File: src/rtl/switch_press_counter_if.sv
// Switch/clear inputs and BCD/segment outputs of the press counter.
interface switch_press_counter_if;
   logic       i_sw;
   logic       i_clr;
   logic [3:0] o_ones;
   logic [3:0] o_tens;
   logic [6:0] o_seg1_n;
   logic [6:0] o_seg2_n;
   logic       o_wrap;

   modport master (
      output i_sw,
      output i_clr,
      input  o_ones,
      input  o_tens,
      input  o_seg1_n,
      input  o_seg2_n,
      input  o_wrap
   );

   modport slave (
      input  i_sw,
      input  i_clr,
      output o_ones,
      output o_tens,
      output o_seg1_n,
      output o_seg2_n,
      output o_wrap
   );
endinterface

File: src/rtl/switch_press_counter.sv
// Two-digit BCD press counter with hold-to-auto-repeat and 7-segment outputs.
module switch_press_counter #(
   parameter int c_holdCount   = 12500000,
   parameter int c_repeatCount = 2500000
) (
   input logic                   i_clk,
   input logic                   i_rst,
   switch_press_counter_if.slave bus
);

   localparam int max_count = (c_holdCount > c_repeatCount) ?
                              c_holdCount : c_repeatCount;
   localparam int need_w    = $clog2(max_count + 1);
   localparam int cnt_w     = (need_w > 24) ? need_w : 24;

   localparam logic [cnt_w-1:0] hold_last   = cnt_w'(c_holdCount - 1);
   localparam logic [cnt_w-1:0] repeat_last = cnt_w'(c_repeatCount - 1);

   typedef enum logic [1:0] {
      IDLE,
      HOLD,
      REPEAT
   } state_t;

   state_t           r_state;
   logic [cnt_w-1:0] r_cnt;
   logic             r_prev;
   logic             r_inc;
   logic [3:0]       r_ones;
   logic [3:0]       r_tens;
   logic             r_wrap;
   logic [6:0]       r_seg1_n;
   logic [6:0]       r_seg2_n;
   logic             w_rise;

   assign w_rise = bus.i_sw & ~r_prev;

   function automatic logic [6:0] seg_decode(input logic [3:0] d);
      logic [6:0] s;
      case (d)
         4'd0:    s = 7'h01;
         4'd1:    s = 7'h4F;
         4'd2:    s = 7'h12;
         4'd3:    s = 7'h06;
         4'd4:    s = 7'h4C;
         4'd5:    s = 7'h24;
         4'd6:    s = 7'h20;
         4'd7:    s = 7'h0F;
         4'd8:    s = 7'h00;
         4'd9:    s = 7'h04;
         default: s = 7'h7F;
      endcase
      return s;
   endfunction

   // r_prev tracks the switch even in reset so a held switch is not a new press.
   always_ff @(posedge i_clk) begin
      r_prev <= bus.i_sw;
   end

   // Increment requests are registered; a clear in the issuing cycle drops them.
   always_ff @(posedge i_clk) begin
      if (i_rst) begin
         r_state <= IDLE;
         r_cnt   <= '0;
         r_inc   <= 1'b0;
      end else begin
         r_inc <= 1'b0;
         case (r_state)
            IDLE: begin
               if (w_rise) begin
                  r_inc   <= ~bus.i_clr;
                  r_cnt   <= '0;
                  r_state <= HOLD;
               end
            end
            HOLD: begin
               if (!bus.i_sw) begin
                  r_cnt   <= '0;
                  r_state <= IDLE;
               end else if (r_cnt == hold_last) begin
                  r_inc   <= ~bus.i_clr;
                  r_cnt   <= '0;
                  r_state <= REPEAT;
               end else begin
                  r_cnt <= r_cnt + cnt_w'(1);
               end
            end
            REPEAT: begin
               if (!bus.i_sw) begin
                  r_cnt   <= '0;
                  r_state <= IDLE;
               end else if (r_cnt == repeat_last) begin
                  r_inc <= ~bus.i_clr;
                  r_cnt <= '0;
               end else begin
                  r_cnt <= r_cnt + cnt_w'(1);
               end
            end
            default: begin
               r_cnt   <= '0;
               r_state <= IDLE;
            end
         endcase
      end
   end

   always_ff @(posedge i_clk) begin
      if (i_rst) begin
         r_ones   <= 4'd0;
         r_tens   <= 4'd0;
         r_wrap   <= 1'b0;
         r_seg1_n <= 7'h01;
         r_seg2_n <= 7'h01;
      end else begin
         r_wrap <= 1'b0;
         if (bus.i_clr) begin
            r_ones <= 4'd0;
            r_tens <= 4'd0;
         end else if (r_inc) begin
            if (r_ones == 4'd9) begin
               r_ones <= 4'd0;
               if (r_tens == 4'd9) begin
                  r_tens <= 4'd0;
                  r_wrap <= 1'b1;
               end else begin
                  r_tens <= r_tens + 4'd1;
               end
            end else begin
               r_ones <= r_ones + 4'd1;
            end
         end
         r_seg1_n <= seg_decode(r_tens);
         r_seg2_n <= seg_decode(r_ones);
      end
   end

   assign bus.o_ones   = r_ones;
   assign bus.o_tens   = r_tens;
   assign bus.o_wrap   = r_wrap;
   assign bus.o_seg1_n = r_seg1_n;
   assign bus.o_seg2_n = r_seg2_n;

endmodule

File: src/flat_wrapper.sv
// flat-port wrapper written by rule: the top's interface ports become plain ports
module switch_press_counter_flat 
#(
   parameter int c_holdCount   = 12500000,
   parameter int c_repeatCount = 2500000
)
  (i_clk, i_rst, bus_i_sw, bus_i_clr, bus_o_ones, bus_o_tens, bus_o_seg1_n, bus_o_seg2_n, bus_o_wrap);
  switch_press_counter_if bus_i ();
  input logic i_clk;
  input logic i_rst;
  input wire logic [$bits(bus_i.i_sw)-1:0] bus_i_sw;
  input wire logic [$bits(bus_i.i_clr)-1:0] bus_i_clr;
  output wire logic [$bits(bus_i.o_ones)-1:0] bus_o_ones;
  output wire logic [$bits(bus_i.o_tens)-1:0] bus_o_tens;
  output wire logic [$bits(bus_i.o_seg1_n)-1:0] bus_o_seg1_n;
  output wire logic [$bits(bus_i.o_seg2_n)-1:0] bus_o_seg2_n;
  output wire logic [$bits(bus_i.o_wrap)-1:0] bus_o_wrap;
  assign bus_i.i_sw = bus_i_sw;
  assign bus_i.i_clr = bus_i_clr;
  assign bus_o_ones = bus_i.o_ones;
  assign bus_o_tens = bus_i.o_tens;
  assign bus_o_seg1_n = bus_i.o_seg1_n;
  assign bus_o_seg2_n = bus_i.o_seg2_n;
  assign bus_o_wrap = bus_i.o_wrap;
  switch_press_counter #(.c_holdCount(c_holdCount), .c_repeatCount(c_repeatCount)) u_core (.i_clk(i_clk), .i_rst(i_rst), .bus(bus_i));
endmodule
File: config.mk
export PLATFORM = sky130hd
export DESIGN_NAME = switch_press_counter_flat
export DESIGN_NICKNAME = d
export VERILOG_FILES = /design/src/rtl/switch_press_counter_if.sv /design/src/rtl/switch_press_counter.sv /design/src/flat_wrapper.sv
export SDC_FILE = /design/constraint.sdc
export NUM_CORES = 1
export LEC_CHECK = 0
export BUFFER_PORTS_ARGS = -buffer_cell sky130_fd_sc_hd__buf_4
export CORE_MARGIN = 2
export CORE_UTILIZATION = 40
export CTS_BUF_LIST = sky130_fd_sc_hd__clkbuf_8
export DETAILED_ROUTE_END_ITERATION = 6
export HOLD_SLACK_MARGIN = 0.03
export SETUP_SLACK_MARGIN = 0.2
export SLEW_MARGIN = 30
export SYNTH_ARGS = -nofsm -noshare
export SYNTH_HDL_FRONTEND = slang
export SYNTH_SLANG_ARGS = --single-unit
File: constraint.sdc
create_clock -name i_clk -period 2.95 [get_ports i_clk]
set_input_delay 0.1475 -clock i_clk [delete_from_list [all_inputs] [get_ports i_clk]]
set_output_delay 0.1475 -clock i_clk [all_outputs]
set_load 0.005 [all_outputs]
==> flow_summary.toml, run 1 <==
[run_status]
status = "complete, no violations"

[final_layout]
final_cells = 407
drive_above_1_share_pct = 13.3
final-seq-area_um2 = 1020
multi_input_area_um2 = 1470
syn_to_final_growth_pct = 14.4
num_antenna_cells = 0
fin_util_pct = 46.9
nNetsFinal = 348
nFillCells = 625

[sta]
fin_crit_sh_pct = 70.4
fin_crit_ns = 2.08
tightest_slew_ns = 0.466
fin_setup_tns_ns = 0
fin_hold_ws_ns = 0.106
slew_headroom_pct = 68.9
fin_skew_ns = 0.00922
hold_viol_final = 0
rsz0062_at_grt = "no"
timing.fmax_ghz = 0.482
finalMaxSlewViolations = 0
setup_viol = 0

[pwr]
p_leak_nw = 1.07
seqPwrFrac_pct = 55.1
p_clk_share_pct = 39.3
p_per_area_nw_per_um2 = 429
intPower_uw = 972
vdd_drop_max_mv = 0.194
p_sw_uw = 292
combPwrFrac_pct = 5.6
sw_frac_of_total_pct = 23.1

[die]
die_h_um = 84.2
rows = 29
io_pins = 27
initial_core_util_pct = 41.0
core-area_um2 = 6280
die_x_um = 84.2
dieArea_um2 = 7090

[job]
max-cap-violations = 0

[place]
io_buffers = 26
placedCellCount = 398
dp_hpwl_um = 3570
gp_congestion = 0.883

[route]
ant_nets = 0
drt_iter0_drc = 85
num_vias = 2125
finalWirelength_um = 5080
routedWlPerCell_um = 12.5
viasPerCell = 5.22
drt-pass1-iter-count = 4
drc = 0

[yosys]
ys_seq_elements = 51
synth_cells = 305
syn_area_per_cell_um2 = 8.43
yosysMostFrequentCell = "dfxtp_1"
async_reset_ff_share_pct = 0
synth_edf_count = 0
yosys_warnings = 0
synth-main-ff-cell = "dfxtp_1"
syn_nets = 324
netlist_top_cells_area = "dfxtp_1, ha_1, nor2_1"
ys_types = 46
yosys-top-cells-count = "dfxtp_1, nor2_1, nand2_1"
synth.cell_area_um2 = 2570
seq_area_frac_synth_pct = 39.7
yosysTopAreaCell = "dfxtp_1"
yosysTopAreaCellShare_pct = 39.7

[grt]
grt_max_degree = 27
grt.overflow.total = 0
grt_antenna_before_repair = 0
grt_pass1_wl_um = 9030
grt_usage_pct = 15.2
grt_pass1_vias = 1980

[clocking]
cts_tree = "built"
clkTransAtPathRegs_ns = 0.10
h-tree-depth = 2
cts.sinks = 51
clockBufferDepth = 2
postCtsHoldBufs = 1
cts_buffers = 5
post_cts_buffers = 0
post_cts_resized = 0
root_buffer = "clkbuf_8"
clock_latency_ns = 0.30

[setup_path]
slowest_stage = "or3_1"
cp_slowest_stage_delay_ns = 0.41
worstPathCellList = "inv_1 -> ha_1 -> and2_1 -> or3_1 -> o21ai_2 -> a41oi_1 -> a31oi_1"
setup.worst_path.start_class = "flip-flop"
cp.required_ns = 3.18
critPathCaptureType = "flip-flop"
path_max_fanout = 11
worstSetupPathType = "flip-flop to flip-flop"
cp.arrival_ns = 2.31
cp.buffers_inverters = 1
crit_family = "simple AND/OR/NAND/NOR gates"

[hold_path]
hp-class = "input port to flip-flop"
==> power groups by stage <==
stage | Clock, mW | Sequential [mW] | Combinational [mW]
floorplan | 0 | 0.712 | 0.0574
global placement | 0 | 0.712 | 0.0704
detailed placement | 0 | 0.712 | 0.0705
CTS | 0.515 | 0.696 | 0.0718
global route | 0.541 | 0.697 | 0.0804
finish | 0.496 | 0.696 | 0.0711
==> worst register-to-register path: stages, from the launching register on <==
cell,delay [ns]
dfxtp_1,0.40
inv_1,0.08
ha_1,0.23
and2_1,0.29
or3_1,0.41
o21ai_2,0.27
a41oi_1,0.17
a31oi_1,0.15
==> placed cells by master (no fill, tap or decap), types with 2 or more instances in the layout <==
| master | instances |
|---|---|
| dfxtp_1 | 51 |
| nand2_1 | 30 |
| o21bai_1 | 2 |
| or3_1 | 2 |
| xnor2_1 | 6 |
| and3_1 | 3 |
| mux2i_1 | 2 |
| nor4_1 | 2 |
| nand3b_1 | 3 |
| nor2_2 | 2 |
| nand3_1 | 13 |
| buf_4 | 26 |
| or2_1 | 2 |
| o31a_1 | 2 |
| xor2_1 | 11 |
| nand4_1 | 11 |
| o21ai_0 | 17 |
| a41oi_1 | 2 |
| nor2_1 | 39 |
| nor3_1 | 8 |
| ha_1 | 15 |
| a211oi_1 | 6 |
| nand2b_1 | 6 |
| a31oi_1 | 6 |
| and2_1 | 6 |
| inv_1 | 10 |
| nor2b_1 | 4 |
| a21oi_1 | 17 |
| clkbuf_8 | 5 |
| nor4b_1 | 2 |
==> area by class of cell <==
type,count,area share [%]
clock inverters,3,1.57
inverters,10,1.28
clock buffers,5,2.34
repair buffers,27,6.97
flip-flops and latches,51,34.7
well taps,77,3.27
multi-input cells,234,49.9
==> registers in the layout, summed over array words and instances, names as in the netlist <==
register / count
u_core.bus.o_wrap: 1
u_core.bus.o_seg1_n: 7
u_core.bus.o_seg2_n: 7
u_core.r_prev: 1
u_core.r_inc: 1
u_core.r_cnt: 24
u_core.bus.o_ones: 4
u_core.bus.o_tens: 4
u_core.r_state: 2
==> final timing paths <==
path / startpoint / end / slack [ns] / cells after the start
max reg2reg: u_core.r_state[1] / u_core.r_cnt[18] / 0.87 / 7
max: u_core.r_state[1] / u_core.r_cnt[18] / 0.87 / 7
min: bus_i_clr / u_core.bus.o_tens[2] / 0.11 / 4
min reg2reg: u_core.r_cnt[1] / u_core.r_cnt[1] / 0.48 / 2
==> routing by layer <==
metal  vias to the layer above  track usage (%)  share of wire, %
met3                         2             3.34               3.4
met4                         0             5.43              0.45
met1                       969             19.8                50
met5                         -                0                 0
met2                        37             24.7                46
li1                       1117                -                 -
==> metrics by stage <==
stage	total power [mW]	setup WS, ns	cell area, um^2
6_report	1.26	0.874	2940
5_1_grt	1.32	0.662	2940
4_1_cts	1.28	0.876	2940
3_5_place_dp	0.783	0.894	2820
3_3_place_gp	0.783	0.914	2820
2_1_floorplan	0.769	1.16	2570
==> logic make-up (layout without fill, tap and decap cells) <==
logic type                 Yosys count  after routing  synth area share [%]
buffers and inverters               20             45                  3.26
muxes                                3              3                  1.22
adders and majority gates           15             15                  7.30
AOI/OAI and AO/OA                   58             58                  14.3
xor gates and xnor gates            17             17                  5.79
DFF                                 51             51                  39.7
and+or+nand+nor                    141            141                  28.5
Note: power is estimated with default switching activity, not from simulation.
==> inputs of run 2 (changes only) <==
Clock period 2.95 ns to 1.9 ns, I/O delays scaled along.
==> run 2 against run 1 <==
Compared with the run above: combinational power grew to 2.6 times the previous value; routed wire length grew 21%; core utilization grew 8.0 points; worst setup slack lost 0.75 ns; via count grew 11%; critical path type unchanged; largest power group unchanged.
==> flow_summary.toml, run 2 (synthesis gave the netlist of run 1 again) <==
[run_status]
status = "complete, no violations"

[sta]
fin_setup_tns_ns = 0
fin_crit_sh_pct = 93.3
hold_viol_final = 0
timing.fmax_ghz = 0.564
slew_headroom_pct = 77.6
fin_crit_ns = 1.77
rsz0062_at_grt = "yes"
finalMaxSlewViolations = 0
layout_setup_ws_ns = 0.127
setup_viol = 0
tightest_slew_ns = 0.336
fin_skew_ns = 0.0121

[final_layout]
layout_commonest_cell = "buf_4"
largest_reg_flops = 24
drive_above_1_share_pct = 33.2
layout_common_cells = "buf_4, dfxtp_1, nand2_1, nor2_1, a21oi_1"
syn_to_final_growth_pct = 33.9
fin_util_pct = 54.9
final_cells = 438
nNetsFinal = 379
final_area_um2 = 3440
nFillCells = 576
num_antenna_cells = 0
regMostFlops = "u_core.r_cnt"

[clocking]
cts.sinks = 51
clockBufferDepth = 2
root_buffer = "clkbuf_8"
h-tree-depth = 2
clock_latency_ns = 0.31
clkTransAtPathRegs_ns = 0.10
cts_buffers = 5
cts_tree = "built"

[setup_path]
setup.worst_path.start_class = "flip-flop"
cp.arrival_ns = 1.99
cp.required_ns = 2.12
worstSetupPathType = "flip-flop to flip-flop"
critPathCaptureType = "flip-flop"
path_max_fanout = 8

[route]
ant_nets = 0
num_vias = 2353
viasPerCell = 5.37
drt-pass1-iter-count = 4
finalWirelength_um = 6130
drc = 0
drt_iter0_drc = 117
routedWlPerCell_um = 14.0

[pwr]
p_per_area_nw_per_um2 = 592
p_leak_nw = 1.25
vdd_drop_max_mv = 0.360

[grt]
grt_max_degree = 27
grt_pass1_wl_um = 10400
grt_antenna_before_repair = 0
grt_usage_pct = 17.7
grt.overflow.total = 0
grt_pass1_vias = 2224

[place]
io_buffers = 26
placedCellCount = 421
dp_hpwl_um = 4060
dp_slack_ns = 0.0673
post_dp_cell_area_um2 = 3040
gp_congestion = 0.819

[die]
core-area_um2 = 6280
die_x_um = 84.2
rows = 29
io_pins = 27
initial_core_util_pct = 41.0
die_h_um = 84.2
dieArea_um2 = 7090

[hold_path]
hp-class = "input port to flip-flop"

[job]
max-cap-violations = 0
## run 2: final timing paths
kind                startpoint  slack, ns                   end  depth (start not counted)
max          u_core.r_state[1]       0.13      u_core.r_cnt[17]                          7
min                  bus_i_clr       0.07  u_core.bus.o_tens[2]                          4
max reg2reg  u_core.r_state[1]       0.13      u_core.r_cnt[17]                          7
min reg2reg    u_core.r_cnt[1]       0.49       u_core.r_cnt[1]                          2
## run 2: per-stage QoR
step / power, mW / hold slack (ns)
after detailed placement: 1.26 / 0.272
final: 2.04 / 0.0652
after CTS: 2.05 / 0.0566
after floorplan: 1.20 / 0.123
after global placement: 1.25 / 0.271
after global routing: 2.12 / 0.0913
## run 2: cell type report
| cell class | instances | area, um^2 | area share (%) |
|---|---|---|---|
| clock inverter | 3 | 42.5 | 1.24 |
| tap | 77 | 96.3 | 2.80 |
| multi-input combinational | 234 | 1680 | 48.7 |
| clock buffer | 5 | 68.8 | 2.00 |
| inverter | 10 | 37.5 | 1.09 |
| timing repair buffer | 58 | 479 | 13.9 |
| sequential | 51 | 1040 | 30.3 |
## run 2: repair_timing
item	in CTS	in global routing
hold buffers	1	0
setup buffers	5	2
resized for setup	37	27
pin swaps	23	7
hold endpoints to repair	1	0
endpoints found under the setup margin	25	26
cloned	1	0
## run 2: per-layer routing
metal | vias up | part of all wire, % | track usage [%]
met4 | 0 | 1.3 | 5.57
met1 | 1120 | 47 | 23.3
met2 | 45 | 49 | 29.4
li1 | 1179 | - | -
met3 | 9 | 3.4 | 3.54
met5 | - | 0 | 0
## run 2: report_power, final
group | switching [mW] | internal [mW] | leakage [nW]
combinational | 0.108 | 0.0787 | 0.769
clock | 0.380 | 0.393 | 0.0599
sequential | 0.00443 | 1.07 | 0.419
## run 2: critical path, cell delays in order, from the launching register on
cell,delay [ns]
dfxtp_2,0.35
inv_2,0.05
ha_4,0.27
nand3_2,0.08
or3_4,0.34
o21ai_4,0.26
a41oi_2,0.16
a31oi_1,0.17
==> inputs of run 3 (changes only) <==
Settings changed: ABC_AREA from default to 1, SETUP_SLACK_MARGIN 0.2 to default.
==> run 3 against run 2 <==
Compared with the run above: maximum frequency grew 1.6%; first-iteration DRC count shrank 9.4%; via count is 9.1% higher; final cell count grew 16%; synthesized area up 7.9%; synthesized cell count grew 28%; cell area fell by 7.0%; register-to-register slack better by 0.03 ns; global-route usage decreased by 0.25 points; combinational power grew to 3.4 times the previous value; critical path type unchanged; largest cell class unchanged; largest power group unchanged; highest routed layer unchanged.
==> flow_summary.toml, run 3 <==
[run_status]
status = "complete, no violations"

[final_layout]
regMostFlops = "u_core.r_cnt"
num_antenna_cells = 0
syn_to_final_growth_pct = 15.3
drive_above_1_share_pct = 16.4
fin_util_pct = 47.4
largest_reg_flops = 24
final_area_um2 = 3200
layout_common_cells = "nand2_1, nor2_1, dfxtp_1, inv_1"
nFillCells = 688
nNetsFinal = 445
layout_commonest_cell = "nand2_1"

[pwr]
p_sw_uw = 846
intPower_mw = 1.59
p_leak_nw = 1.25
p_clk_share_pct = 27.7
p_per_area_nw_per_um2 = 760
vdd_drop_max_mv = 0.299
sw_frac_of_total_pct = 34.8
seqPwrFrac_pct = 46.2
total_power_mw = 2.43
combPwrFrac_pct = 26.1

[die]
initial_core_util_pct = 41.1
rows = 30
dieArea_um2 = 7620
die_x_um = 87.3
io_pins = 27
core-area_um2 = 6760
die_h_um = 87.3

[yosys]
yosysMostFrequentCell = "nand2_1"
ys_types = 31
yosys_warnings = 0
synth-main-ff-cell = "dfxtp_1"
synth.cell_area_um2 = 2780
synth_edf_count = 0
yosysTopAreaCell = "dfxtp_1"
synth_cells = 391
netlist_top_cells_area = "dfxtp_1, nand2_1, nor2_1"
seq_area_frac_synth_pct = 36.8
ys_seq_elements = 51
syn_area_per_cell_um2 = 7.10
async_reset_ff_share_pct = 0
yosysTopAreaCellShare_pct = 36.8
yosys-top-cells-count = "nand2_1, nor2_1, dfxtp_1"
syn_nets = 410

[clocking]
post_cts_buffers = 0
clockBufferDepth = 2
clock_latency_ns = 0.31
cts_buffers = 5
clkTransAtPathRegs_ns = 0.10
cts_tree = "built"
h-tree-depth = 2
cts.sinks = 51
root_buffer = "clkbuf_8"

[sta]
slew_headroom_pct = 54.2
tightest_slew_ns = 0.679
fin_crit_ns = 1.74
finalMaxSlewViolations = 0
fin_setup_tns_ns = 0
hold_viol_final = 0
fin_crit_sh_pct = 91.8
rsz0062_at_grt = "no"
fin_skew_ns = 0.00470
timing.fmax_ghz = 0.573
setup_viol = 0
layout_setup_ws_ns = 0.155

[place]
dp_hpwl_um = 4920
io_buffers = 26
gp_congestion = 0.851
post_dp_cell_area_um2 = 3080
dp_slack_ns = 0.154

[grt]
grt.overflow.total = 0
grt_antenna_before_repair = 0
grt_pass1_vias = 2375
grt_max_degree = 22
grt_usage_pct = 17.5
grt_pass1_wl_um = 10600

[route]
routedWlPerCell_um = 12.5
drt-pass1-iter-count = 4
ant_nets = 0
viasPerCell = 5.06
drt_iter0_drc = 106
finalWirelength_um = 6350
drc = 0
num_vias = 2567

[setup_path]
cp.arrival_ns = 1.96
setup.worst_path.start_class = "flip-flop"
worstSetupPathType = "flip-flop to flip-flop"
cp.required_ns = 2.11
r2r_slack_ns = 0.16
critPathCaptureType = "flip-flop"
rr_worst_depth = 10
path_max_fanout = 14
r2r-end = "u_core.r_cnt[23]"
r2r_start = "u_core.r_cnt[0]"

[hold_path]
min_path_cells = 2
hp-class = "input port to flip-flop"
hold_start = "i_rst"
hold_end = "u_core.bus.o_seg2_n[5]"

[job]
max-cap-violations = 0
run 3: changes by cell type after synthesis, moves of 6 or more:
cell / delta
a211oi_1: -6
inv_1: +29
clkbuf_1: -6
nand2_1: +53
nor2_1: +18
nand4_1: -8
nor2_2: +13
a31oi_1: -6
and2_1: -6
nand3_1: +19
nand2b_1: -6
a21oi_1: +8
run 3: critical path: stages, from the launching register on:
cell,delay [ns]
dfxtp_1,0.39
ha_1,0.23
nand3_2,0.12
nor3_1,0.22
nand2_1,0.11
nand2_1,0.11
nand2_4,0.10
nand2_2,0.07
nand2_2,0.09
nand2_8,0.15
nor2_1,0.06
run 3: cell type report:
| class | count | area, um^2 | area share [%] |
|---|---|---|---|
| tap | 80 | 100 | 3.13 |
| inverter | 41 | 154 | 4.81 |
| sequential | 51 | 1020 | 31.9 |
| clock buffer | 5 | 68.8 | 2.15 |
| clock inverter | 3 | 27.5 | 0.860 |
| multi-input combinational | 294 | 1580 | 49.4 |
| timing repair buffer | 33 | 250 | 7.82 |
run 3: worst max-delay path by stage:
stage	startpoint	end	slack (ns)
floorplan	u_core.r_state[0]	u_core.r_cnt[13]	0.30
global placement	u_core.r_cnt[1]	u_core.r_cnt[23]	0.21
detailed placement	u_core.r_cnt[1]	u_core.r_cnt[23]	0.15
global route	u_core.r_cnt[1]	u_core.r_cnt[4]	0.02
finish	u_core.r_cnt[0]	u_core.r_cnt[23]	0.16
CTS	u_core.r_cnt[1]	u_core.r_cnt[23]	0.13
run 3: per-layer routing:
layer	track usage [%]	vias up	wire [um]
li1	-	1323	-
met1	20.9	1181	2820
met2	30.6	52	3150
met3	3.22	11	251
met4	6.99	0	126
met5	0	-	0
run 3: cell families (layout without fill, tap and decap cells):
logic type,count (synthesis),after routing,synth area share (%)
compound gates,47,47,9.28
xor+xnor,14,14,4.42
fa+ha+maj,15,15,6.76
buf+inv,46,82,6.89
flops,51,51,36.8
mux,1,1,0.361
simple gates,217,217,35.5
run 3: timing repair:
| action | CTS | global route |
|---|---|---|
| hold buffers | 1 | 0 |
| resized for setup | 0 | 2 |
| endpoints found under the setup margin | 0 | 6 |
| hold endpoints to repair | 1 | 0 |
run 3: power by group through the flow:
| stage | clock (mW) | sequential (mW) | combinational, mW |
|---|---|---|---|
| 2_1_floorplan | 0 | 1.14 | 0.470 |
| 3_3_place_gp | 0 | 1.15 | 0.595 |
| 3_5_place_dp | 0 | 1.15 | 0.599 |
| 4_1_cts | 0.702 | 1.12 | 0.604 |
| 5_1_grt | 0.737 | 1.13 | 0.707 |
| 6_report | 0.674 | 1.12 | 0.635 |
run 3: metrics by stage:
stage / instances / hold WS, ns
2_1_floorplan: 391 / 0.123
3_3_place_gp: 498 / 0.258
3_5_place_dp: 498 / 0.259
4_1_cts: 507 / 0.108
5_1_grt: 507 / 0.122
6_report: 507 / 0.113
